$ cat src/rtl/fetch_unit_pkg.sv
// Shared CPU definitions for the fetch stage: word width, NOP encoding, reset PC, fetch states.
// Queue entry layout gains a fault bit when FETCH_ALIGN_TRAP_EN is defined.
// Pure declarations; no timing or flow control lives here.
package fetch_unit_pkg;

    localparam int unsigned     XLEN             = 32;
    localparam logic [XLEN-1:0] INSTR_NOP        = 32'h0000_0000;
    localparam logic [XLEN-1:0] DEFAULT_RESET_PC = 32'h0000_0000;

    typedef enum logic {
        RUN   = 1'b0,
        FAULT = 1'b1
    } fetch_state_t;

    typedef struct packed {
`ifdef FETCH_ALIGN_TRAP_EN
        logic            fault;
`endif
        logic [XLEN-1:0] pc4;
        logic [XLEN-1:0] instr;
    } qentry_t;

    function automatic logic [XLEN-1:0] pc_next(input logic [XLEN-1:0] pc);
        return pc + 32'd4;
    endfunction

endpackage

$ cat src/rtl/fetch_queue.sv
// Synchronous DEPTH-entry FIFO with push, pop, flush and occupancy count.
// Latency: a push is visible at the head on the following cycle.
// Backpressure: none internally; callers must never push when full or pop when empty.
module fetch_queue #(
    parameter  int unsigned WIDTH = 32,
    parameter  int unsigned DEPTH = 4,
    localparam int unsigned AW    = $clog2(DEPTH),
    localparam int unsigned CW    = AW + 1
) (
    input  logic             clk,
    input  logic             reset,
    input  logic             i_push,
    input  logic [WIDTH-1:0] i_push_dat,
    input  logic             i_pop,
    input  logic             i_flush,
    output logic [WIDTH-1:0] o_head_dat,
    output logic [CW-1:0]    o_count
);

    logic [WIDTH-1:0] r_mem [DEPTH];
    logic [AW-1:0]    r_wr_ptr;
    logic [AW-1:0]    r_rd_ptr;
    logic [CW-1:0]    r_count;
    logic             w_push;
    logic             w_pop;

    // Flush wins over any same-cycle push or pop.
    assign w_push = i_push && !i_flush;
    assign w_pop  = i_pop && !i_flush && (r_count != '0);

    always_ff @(posedge clk) begin
        if (!reset) begin
            r_wr_ptr <= '0;
            r_rd_ptr <= '0;
            r_count  <= '0;
        end else if (i_flush) begin
            r_wr_ptr <= '0;
            r_rd_ptr <= '0;
            r_count  <= '0;
        end else begin
            if (w_push) r_wr_ptr <= r_wr_ptr + AW'(1);
            if (w_pop)  r_rd_ptr <= r_rd_ptr + AW'(1);
            r_count <= r_count + CW'(w_push) - CW'(w_pop);
        end
    end

    always_ff @(posedge clk) begin
        if (w_push) r_mem[r_wr_ptr] <= i_push_dat;
    end

    assign o_head_dat = r_mem[r_rd_ptr];
    assign o_count    = r_count;

endmodule

$ cat src/rtl/fetch_unit.sv
// Instruction fetch: owns the PC, issues credit-limited imem requests, buffers words for decode.
// Latency: response to out_valid 1 cycle; redirect to first new request 1 cycle.
// Backpressure: out_ready stalls the queue; credits stop requests. FETCH_ALIGN_TRAP_EN adds misalignment traps.
module fetch_unit
    import fetch_unit_pkg::*;
#(
    parameter int unsigned     DEPTH    = 4,
    parameter logic [XLEN-1:0] RESET_PC = DEFAULT_RESET_PC
) (
    input  logic            clk,
    input  logic            reset,
    output logic            imem_req_valid,
    input  logic            imem_req_ready,
    output logic [XLEN-1:0] imem_req_addr,
    input  logic            imem_resp_valid,
    input  logic [XLEN-1:0] imem_resp_data,
    input  logic            redirect,
    input  logic [XLEN-1:0] redirect_pc,
    output logic            out_valid,
    input  logic            out_ready,
    output logic [XLEN-1:0] out_instr,
`ifdef FETCH_ALIGN_TRAP_EN
    output logic            out_fault,
`endif
    output logic [XLEN-1:0] out_pc4
);

    localparam int unsigned CW = $clog2(DEPTH) + 1;

    logic [XLEN-1:0] r_fetch_pc;
    logic [CW-1:0]   r_outstanding;
    logic [CW-1:0]   r_discard;

    logic [CW-1:0]   w_q_count;
    logic [CW-1:0]   w_tag_cnt_unused;
    logic [XLEN-1:0] w_tag_head;
    qentry_t         w_q_head;
    qentry_t         w_push_ent;
    logic            w_q_push;
    logic            w_credit;
    logic            w_run;
    logic            w_fire;
    logic            w_resp;
    logic            w_resp_keep;
    logic            w_pop;
    logic [CW-1:0]   w_outst_nxt;

    // Queued plus in-flight words may never exceed the queue depth.
    assign w_credit       = ({1'b0, w_q_count} + {1'b0, r_outstanding}) < (CW+1)'(DEPTH);
    assign imem_req_valid = reset && w_credit && !redirect && w_run;
    assign imem_req_addr  = r_fetch_pc;
    assign w_fire         = imem_req_valid && imem_req_ready;

    assign w_resp      = imem_resp_valid && (r_outstanding != '0);
    assign w_resp_keep = w_resp && (r_discard == '0) && !redirect && w_run;
    assign w_outst_nxt = r_outstanding + CW'(w_fire) - CW'(w_resp);

    assign out_valid = (w_q_count != '0);
    assign w_pop     = out_valid && out_ready;
    assign out_instr = out_valid ? w_q_head.instr : INSTR_NOP;
    assign out_pc4   = out_valid ? w_q_head.pc4   : '0;

    always_ff @(posedge clk) begin
        if (!reset) begin
            r_fetch_pc    <= RESET_PC;
            r_outstanding <= '0;
            r_discard     <= '0;
        end else begin
            r_outstanding <= w_outst_nxt;
            if (redirect) begin
                r_fetch_pc <= {redirect_pc[XLEN-1:2], 2'b00};
                r_discard  <= w_outst_nxt;
            end else begin
                if (w_fire) r_fetch_pc <= pc_next(r_fetch_pc);
                if (w_resp && (r_discard != '0)) r_discard <= r_discard - CW'(1);
            end
        end
    end

`ifdef FETCH_ALIGN_TRAP_EN
    fetch_state_t    r_state;
    fetch_state_t    w_state_nxt;
    logic            r_fault_pend;
    logic [XLEN-1:0] r_fault_pc4;
    logic            w_misalign;
    logic            w_fault_push;

    assign w_misalign = redirect && (redirect_pc[1:0] != 2'b00);

    always_ff @(posedge clk) begin
        if (!reset) begin
            r_state <= RUN;
        end else begin
            r_state <= w_state_nxt;
        end
    end

    always_comb begin
        w_state_nxt  = r_state;
        w_fault_push = 1'b0;
        if (redirect) begin
            w_state_nxt = w_misalign ? FAULT : RUN;
        end else if ((r_state == FAULT) && r_fault_pend && (r_discard == '0)) begin
            w_fault_push = 1'b1;
        end
    end

    // One synthetic NOP carries the fault once the old stream has drained.
    always_ff @(posedge clk) begin
        if (!reset) begin
            r_fault_pend <= 1'b0;
            r_fault_pc4  <= '0;
        end else if (redirect) begin
            r_fault_pend <= w_misalign;
            r_fault_pc4  <= redirect_pc + 32'd4;
        end else if (w_fault_push) begin
            r_fault_pend <= 1'b0;
        end
    end

    assign w_run     = (r_state == RUN);
    assign w_q_push  = w_resp_keep || w_fault_push;
    assign out_fault = out_valid ? w_q_head.fault : 1'b0;

    always_comb begin
        w_push_ent = '0;
        if (w_fault_push) begin
            w_push_ent.fault = 1'b1;
            w_push_ent.pc4   = r_fault_pc4;
            w_push_ent.instr = INSTR_NOP;
        end else begin
            w_push_ent.fault = 1'b0;
            w_push_ent.pc4   = w_tag_head;
            w_push_ent.instr = imem_resp_data;
        end
    end
`else
    logic w_unused_pc_lo;

    assign w_unused_pc_lo = &{1'b0, redirect_pc[1:0]};
    assign w_run          = 1'b1;
    assign w_q_push       = w_resp_keep;

    always_comb begin
        w_push_ent       = '0;
        w_push_ent.pc4   = w_tag_head;
        w_push_ent.instr = imem_resp_data;
    end
`endif

    // Tags follow every accepted request and retire with its response, kept or dropped.
    fetch_queue #(
        .WIDTH (XLEN),
        .DEPTH (DEPTH)
    ) u_tag_fifo (
        .clk        (clk),
        .reset      (reset),
        .i_push     (w_fire),
        .i_push_dat (pc_next(r_fetch_pc)),
        .i_pop      (w_resp),
        .i_flush    (1'b0),
        .o_head_dat (w_tag_head),
        .o_count    (w_tag_cnt_unused)
    );

    fetch_queue #(
        .WIDTH ($bits(qentry_t)),
        .DEPTH (DEPTH)
    ) u_instr_q (
        .clk        (clk),
        .reset      (reset),
        .i_push     (w_q_push),
        .i_push_dat (w_push_ent),
        .i_pop      (w_pop),
        .i_flush    (redirect),
        .o_head_dat (w_q_head),
        .o_count    (w_q_count)
    );

endmodule

$ cat config.mk
export PLATFORM = sky130hd
export DESIGN_NAME = fetch_unit
export DESIGN_NICKNAME = d
export VERILOG_FILES = /design/src/rtl/fetch_unit_pkg.sv /design/src/rtl/fetch_queue.sv /design/src/rtl/fetch_unit.sv
export SDC_FILE = /design/constraint.sdc
export NUM_CORES = 1
export LEC_CHECK = 0
export CORE_MARGIN = 4
export CORE_UTILIZATION = 60
export CTS_CLUSTER_SIZE = 28
export DETAILED_ROUTE_END_ITERATION = 12
export PLACE_DENSITY = 0.83
export SLEW_MARGIN = 20
export SYNTH_ARGS = -nofsm -noshare
export SYNTH_HDL_FRONTEND = slang
export SYNTH_SLANG_ARGS = --single-unit
$ cat constraint.sdc
create_clock -name clk -period 5.5 [get_ports clk]
set_input_delay 1.1 -clock clk [delete_from_list [all_inputs] [get_ports clk]]
set_output_delay 1.1 -clock clk [all_outputs]
set_load 0.01 [all_outputs]
==> impl_metrics.py <==
metrics = {
    "route": {
        "first_pass_iters": 5,
        "viasPerCell": 6.04,
        "drc_errors": 0,
        "post_drt_wl_per_cell_microns": 22.9,
        "vias": 9336,
        "drt_iter0_markers": 795,
        "routed_wl_microns": 35400,
        "antenna_left": 0,
    },
    "clock_tree": {
        "cts-root-buf": "clkbuf_16",
        "cts_tree": "built",
        "htree_levels": 2,
        "postCtsHoldBufs": 0,
        "ctsResizeCount": 0,
        "cts_sinks": 422,
        "path_clk_slew_ns": 0.06,
        "cts.path.max_buffers": 3,
        "cts_made_buffers": 41,
        "clk_latency_ns": 0.53,
        "post-cts-setup-buffer-count": 0,
    },
    "die": {
        "fp-row-count": 61,
        "start_util": 0.613,
        "io_pins": 168,
        "die_area_sq_um": 31300,
        "core_sq_um": 27900,
        "die_h_microns": 177,
        "chipWidth_microns": 177,
    },
    "power": {
        "design_power_total_mw": 7.08,
        "ir_worst_vdd_mv": 0.282,
        "power.leakage_nw": 6.64,
        "powerDensity_nw_per_um2": 348,
    },
    "yosys": {
        "syn-cell-area_sq_um": 17100,
        "synth_commonest_cells": "edfxtp_1 (368), mux4_2 (92), and2_1 (82), dfxtp_1 (54), clkbuf_1 (37)",
        "postSynthAreaPerCell_sq_um": 17.6,
        "yosys.area_share.simple": 0.0804,
        "synth-xor-area-share": 0.0205,
        "ys_top_cells_by_area": "edfxtp_1 (65%), mux4_2 (12%), dfxtp_1 (6.3%), and2_1 (3.0%), ha_1 (1.4%)",
        "synth_most_common_cell": "edfxtp_1",
        "synth_cells": 974,
        "synth_compound_area_frac": 0.0301,
        "synth_top_area_frac": 0.646,
        "synth_top_family_by_area": "multiplexers",
        "ys_ff_latch": 422,
        "ys_seq_area_frac": 0.709,
        "yosysWarnings": 0,
        "synth_mux_area_frac": 0.122,
        "synth_cell_type_count": 57,
        "synth_flop_cell": "edfxtp_1",
        "synth_top_area_cell": "edfxtp_1",
        "synth_edf_count": 368,
        "asyncSetResetFlopFracSynth": 0,
        "synth_fa_ha_area_frac": 0.0174,
    },
    "setup_path": {
        "cp-end-kind": "output port",
        "cp.required_ns": 4.40,
        "start_kind": "register",
        "critical_path_class": "reg2out",
        "path_buf_inv": 2,
        "crit_family": "flip-flops",
        "path_cells": "buf_12 > mux4_2 > and2_1 > clkdlybuf4s50_1",
        "critPathMaxFanout": 38,
        "critPathArrivalTime_ns": 2.95,
        "slowest_delay_ns": 0.86,
        "cpMaxStageDelayCell": "dfxtp_4",
    },
    "global_routing": {
        "grt_pass1_wl_microns": 55600,
        "grt_max_degree": 66,
        "antenna_found_initial": 0,
        "grt_pass1_vias": 9627,
        "grt_overflow_total": 0,
        "track_usage": 0.231,
    },
    "cells_and_area": {
        "fin_area_sq_um": 20300,
        "diodes": 0,
        "nFillCells": 1695,
        "layout.nets": 1232,
        "syn_to_final_growth_pct": 18.8,
        "post-route-util": 0.728,
        "drive_above_1_share": 0.153,
    },
    "min_path": {
        "hp-class": "reg2reg",
    },
    "placement": {
        "place_congestion": 0.830,
        "io_buffers": 161,
        "dp.final_hpwl_microns": 21200,
        "dp_slack_ns": 1.58,
        "dpl_cell_area_sq_um": 19100,
    },
    "sta": {
        "rsz0062_at_grt": "no",
        "hold_viol": 0,
        "setup_tns_ns": 0,
        "setup_viol": 0,
        "skew_ns": 0.0195,
        "layout_setup_ws_ns": 1.45,
        "slew_violations": 0,
        "worst_pin_slew_ns": 0.987,
        "fmax_mhz": 247,
        "finalCritPeriodShare": 0.737,
        "fin_crit_ns": 4.05,
        "relSlewSlack": 0.342,
    },
    "run_status": {
        "outcome": "finished clean",
    },
    "run": {
        "maxCapViolCount": 0,
    },
}
worst reg2reg max path: stages (launching register included):
cell and delay, ns:
dfxtp_1 0.39, ha_1 0.28, nor4b_1 0.54, nand3_1 0.14
buf_4 0.21, inv_1 0.09, buf_4 0.28, ha_1 0.19
inv_1 0.05, fa_1 0.37, xnor2_1 0.18, nor2_1 0.07
registers in the layout, summed over array words and instances, names as in the netlist, 3 cells and up, named ones only:
signal and count:
u_instr_q.r_mem 248, u_tag_fifo.r_mem 120, imem_req_addr 30, r_discard 3, r_outstanding 3, u_instr_q.o_count 3, u_tag_fifo.o_count 3
final cells by class:
cell class	count	area (sq um)	share of cell area
inverters	26	97.6	0.00480
flip-flops and latches	422	12100	0.597
well taps	378	473	0.0233
clock inverters	18	103	0.00505
clock buffers	52	1080	0.0530
multi-input cells	471	4660	0.229
repair buffers	178	1780	0.0874
per-stage QoR:
| step | instances | hold WS [ns] |
|---|---|---|
| after floorplan | 977 | 0.469 |
| final | 1545 | 0.502 |
| after global placement | 1475 | 0.481 |
| after detailed placement | 1475 | 0.496 |
| after CTS | 1545 | 0.504 |
| after global routing | 1545 | 0.562 |
report_power, final:
| group | leakage [nW] | switching, mW | internal, mW |
|---|---|---|---|
| Clock | 0.575 | 1.11 | 1.39 |
| Combinational | 2.28 | 0.389 | 0.393 |
| Sequential | 3.78 | 0.123 | 3.68 |
| Total | 6.64 | 1.62 | 5.46 |
per-layer routing:
layer / routed length [microns] / share of wire / vias up / track usage
met2: 17700 / 0.50 / 400 / 0.381
met4: 743 / 0.021 / 0 / 0.0625
met3: 2390 / 0.067 / 56 / 0.0370
met5: 0 / 0 / - / 0
met1: 14600 / 0.41 / 4723 / 0.330
li1: - / - / 4157 / -
placed cells by master, fill, tap and decap left out, types with 3 or more instances in the layout:
cell	instances
a22oi_1	3
buf_12	3
and2_2	4
or3_1	3
buf_4	14
fa_1	3
nand3_1	20
a31oi_1	11
clkbuf_1	10
edfxtp_1	368
o311ai_0	6
and2_1	78
nor4_1	6
nor2_1	28
a21oi_1	11
nor4b_1	3
xnor2_1	24
o31ai_1	6
xor2_1	16
nor3_1	10
a211o_1	7
clkbuf_16	41
mux4_2	92
ha_1	19
and3_1	19
o21ai_0	12
or4_1	12
nand2_1	26
conb_1	4
clkinv_1	7
o211ai_1	3
and4_1	7
clkinv_2	6
dfxtp_1	50
inv_1	25
o2111ai_1	3
nand4_1	11
clkdlybuf4s50_1	161
path summary, 6_finish.rpt:
kind	startpoint	end	slack, ns	depth (start not counted)
setup / recovery	register	out_instr[1]	1.45	4
hold / removal	u_tag_fifo.r_wr_ptr[1]$_SDFFE_PN0P_	u_tag_fifo.r_wr_ptr[1]$_SDFFE_PN0P_	0.50	2
setup reg to reg	u_instr_q.o_count[2]$_SDFF_PP0_	u_tag_fifo.o_count[2]$_SDFF_PN0_	2.56	11
hold reg to reg	u_tag_fifo.r_wr_ptr[1]$_SDFFE_PN0P_	u_tag_fifo.r_wr_ptr[1]$_SDFFE_PN0P_	0.50	2
cells by family after synthesis:
group / count (synthesis)
compound gates: 73
xor+xnor: 40
fa+ha+maj: 22
buf+inv: 84
flops: 422
mux: 94
other cells: 1
simple gates: 238
No activity file was read; power rests on OpenSTA's default activity.
==> RTL change, RTL diff (same flow settings) <==
The package constant `XLEN` goes from 32 to 64.
--- a/src/rtl/fetch_unit_pkg.sv
+++ b/src/rtl/fetch_unit_pkg.sv
@@ -5,3 +5,3 @@
 
-    localparam int unsigned     XLEN             = 32;
+    localparam int unsigned     XLEN             = 64;
     localparam logic [XLEN-1:0] INSTR_NOP        = 32'h0000_0000;
Interface: changed (5 resized); port bits go from 168 to 328. No check against the original RTL was run, so the function may have changed too.
==> RTL change against the original RTL <==
- non-clock buffer count grew 177
- final area increased by 98%
- maximum frequency fell by 2.4%
- register-to-register slack lost 0.19 ns
- sequential power up 97%
- total power rose by 110%
- sequential cell count rose by 416
- worst setup slack lost 0.098 ns
- clock power is 120% higher
- clock skew up 0.0037 ns
- count of clock-buffer cells in the layout up 48
- synthesized area is 96% higher
- final cell count grew 94%
- routed wire length is 120% higher
- critical path type unchanged
==> RTL change: results (changes against the original RTL) <==
* Register share of the cell area at 60.27% (+0.54 points)
* R2R Setup Slk at 2.37 ns (-0.19 ns)
* Met2 wire length at 37470 µm (+110%)
* Met3 Usage GRT at 4.890% (+1.2 points)
* Hold Path Depth at 2 (unchanged)
* Status: finished clean
* WL met1 at 30650 µm (+110%)
* Top post-synthesis cells by area: edfxtp_1 (67%), mux4_2 (13%), dfxtp_1 (5.1%), and2_1 (2.7%), xnor2_1 (1.5%)
* Non-CTS inverters at 25 (-3.8%)
* Fillcell total at 3210 (+89%)
* Dpl hpwl at 48170 µm (+130%)
* Max reg flops at 504 (+100%)
* Die Area at 59790 µm² (+91%)
* M1 GR Usage at 36.56% (+3.6 points)
* RR Endpoint: u_tag_fifo.r_mem[0][62]
* DRT Wirelength at 76340 µm (+120%)
* Clock network area share at 6.547% (+0.74 points)
* Metal3 WL at 6166 µm (+160%)
* Clock latency on the worst-skew pair at 0.61 ns (+0.08 ns)
* Layout non-clock buf frac at 8.957% (+0.22 points)
* Avg Cell Area, Syn at 17.98 µm² (+2.3%)
* Input/output buffers at 321 (+99%)
* Initial antenna violation count at 0 (unchanged)
* Multi-In Gates at 893 (+90%)
* Relative slew slack at 27.69% (-6.5 points)
* CP Capture Point: out_instr[21]
* Peak VDD IR at 0.2741 mV (-2.6%)
* EDFF count, synth at 752 (+100%)
* GR Util All Layers at 25.66% (+2.5 points)
* Global-route wire length before repair at 116700 µm (+110%)
* Via density at 6.180 (+2.3%)
* Sequential share of the synthesized area at 72.41% (+1.5 points)
* Vias in the first global route at 18860 (+96%)
* Non-filler cells, final at 3005 (+94%)
* R2r startpoint: imem_req_addr[3]
* Grt met2 use at 41.28% (+3.2 points)
* Cell family with most CP delay: buffers and inverters
* Pre-CTS setup slack at 1.424 ns (-0.1574 ns)
* H-Tree Depth at 3 (+1)
* Gpl congestion at 0.8856 (+6.7%)
* Largest net degree at the start of global routing at 111 (+68%)
* Placed cell count at 2859 (+94%)
* Layout cells sized above 1 at 16.61% (+1.3 points)
* Lkg Pwr at 12.79 nW (+93%)
* R2R depth at 7 (-4)
* Placed instance area at 37700 µm² (+97%)
* Area of the multi-input gates at 8742 µm² (+88%)
* Layout net count at 2349 (+91%)
* Clock buffer count at 100 (+92%)
* Number of CTS-inserted buffers at 80 (+95%)
* Slowest stage delay, CP at 0.71 ns (-0.15 ns)
* WP data arrival at 3.05 ns (+0.10 ns)
* Internal power at 0.01128 W (+110%)
* Commonest cells post-synth: edfxtp_1 (752), mux4_2 (188), and2_1 (145)
* Crit Path Max Fanout at 43 (+13%)
[RTL change: metrics by stage]
step | hold slack, ns | utilization, %
finish | 0.5291 | 73.08
detailed placement | 0.5224 | 68.30
global route | 0.5779 | 73.08
global placement | 0.4828 | 68.30
floorplan | 0.4692 | -
CTS | 0.5308 | 73.08
[RTL change: kinds of logic after synthesis]
family / after synthesis / synth area share (%)
xor+xnor: 86 / 2.266
buf+inv: 139 / 1.659
fa+ha+maj: 22 / 0.8872
compound gates: 147 / 2.803
simple gates: 441 / 7.198
mux: 193 / 12.77
flops: 838 / 72.41
other cells: 1 / 0.01117
[RTL change: power groups by stage]
stage / Sequential (W) / Clock (W) / Combinational, W
floorplan: 0.00756 / 0 / 0.000920
global placement: 0.00760 / 0 / 0.00147
detailed placement: 0.00763 / 0 / 0.00152
CTS: 0.00750 / 0.00561 / 0.00153
global route: 0.00752 / 0.00591 / 0.00163
finish: 0.00750 / 0.00552 / 0.00152
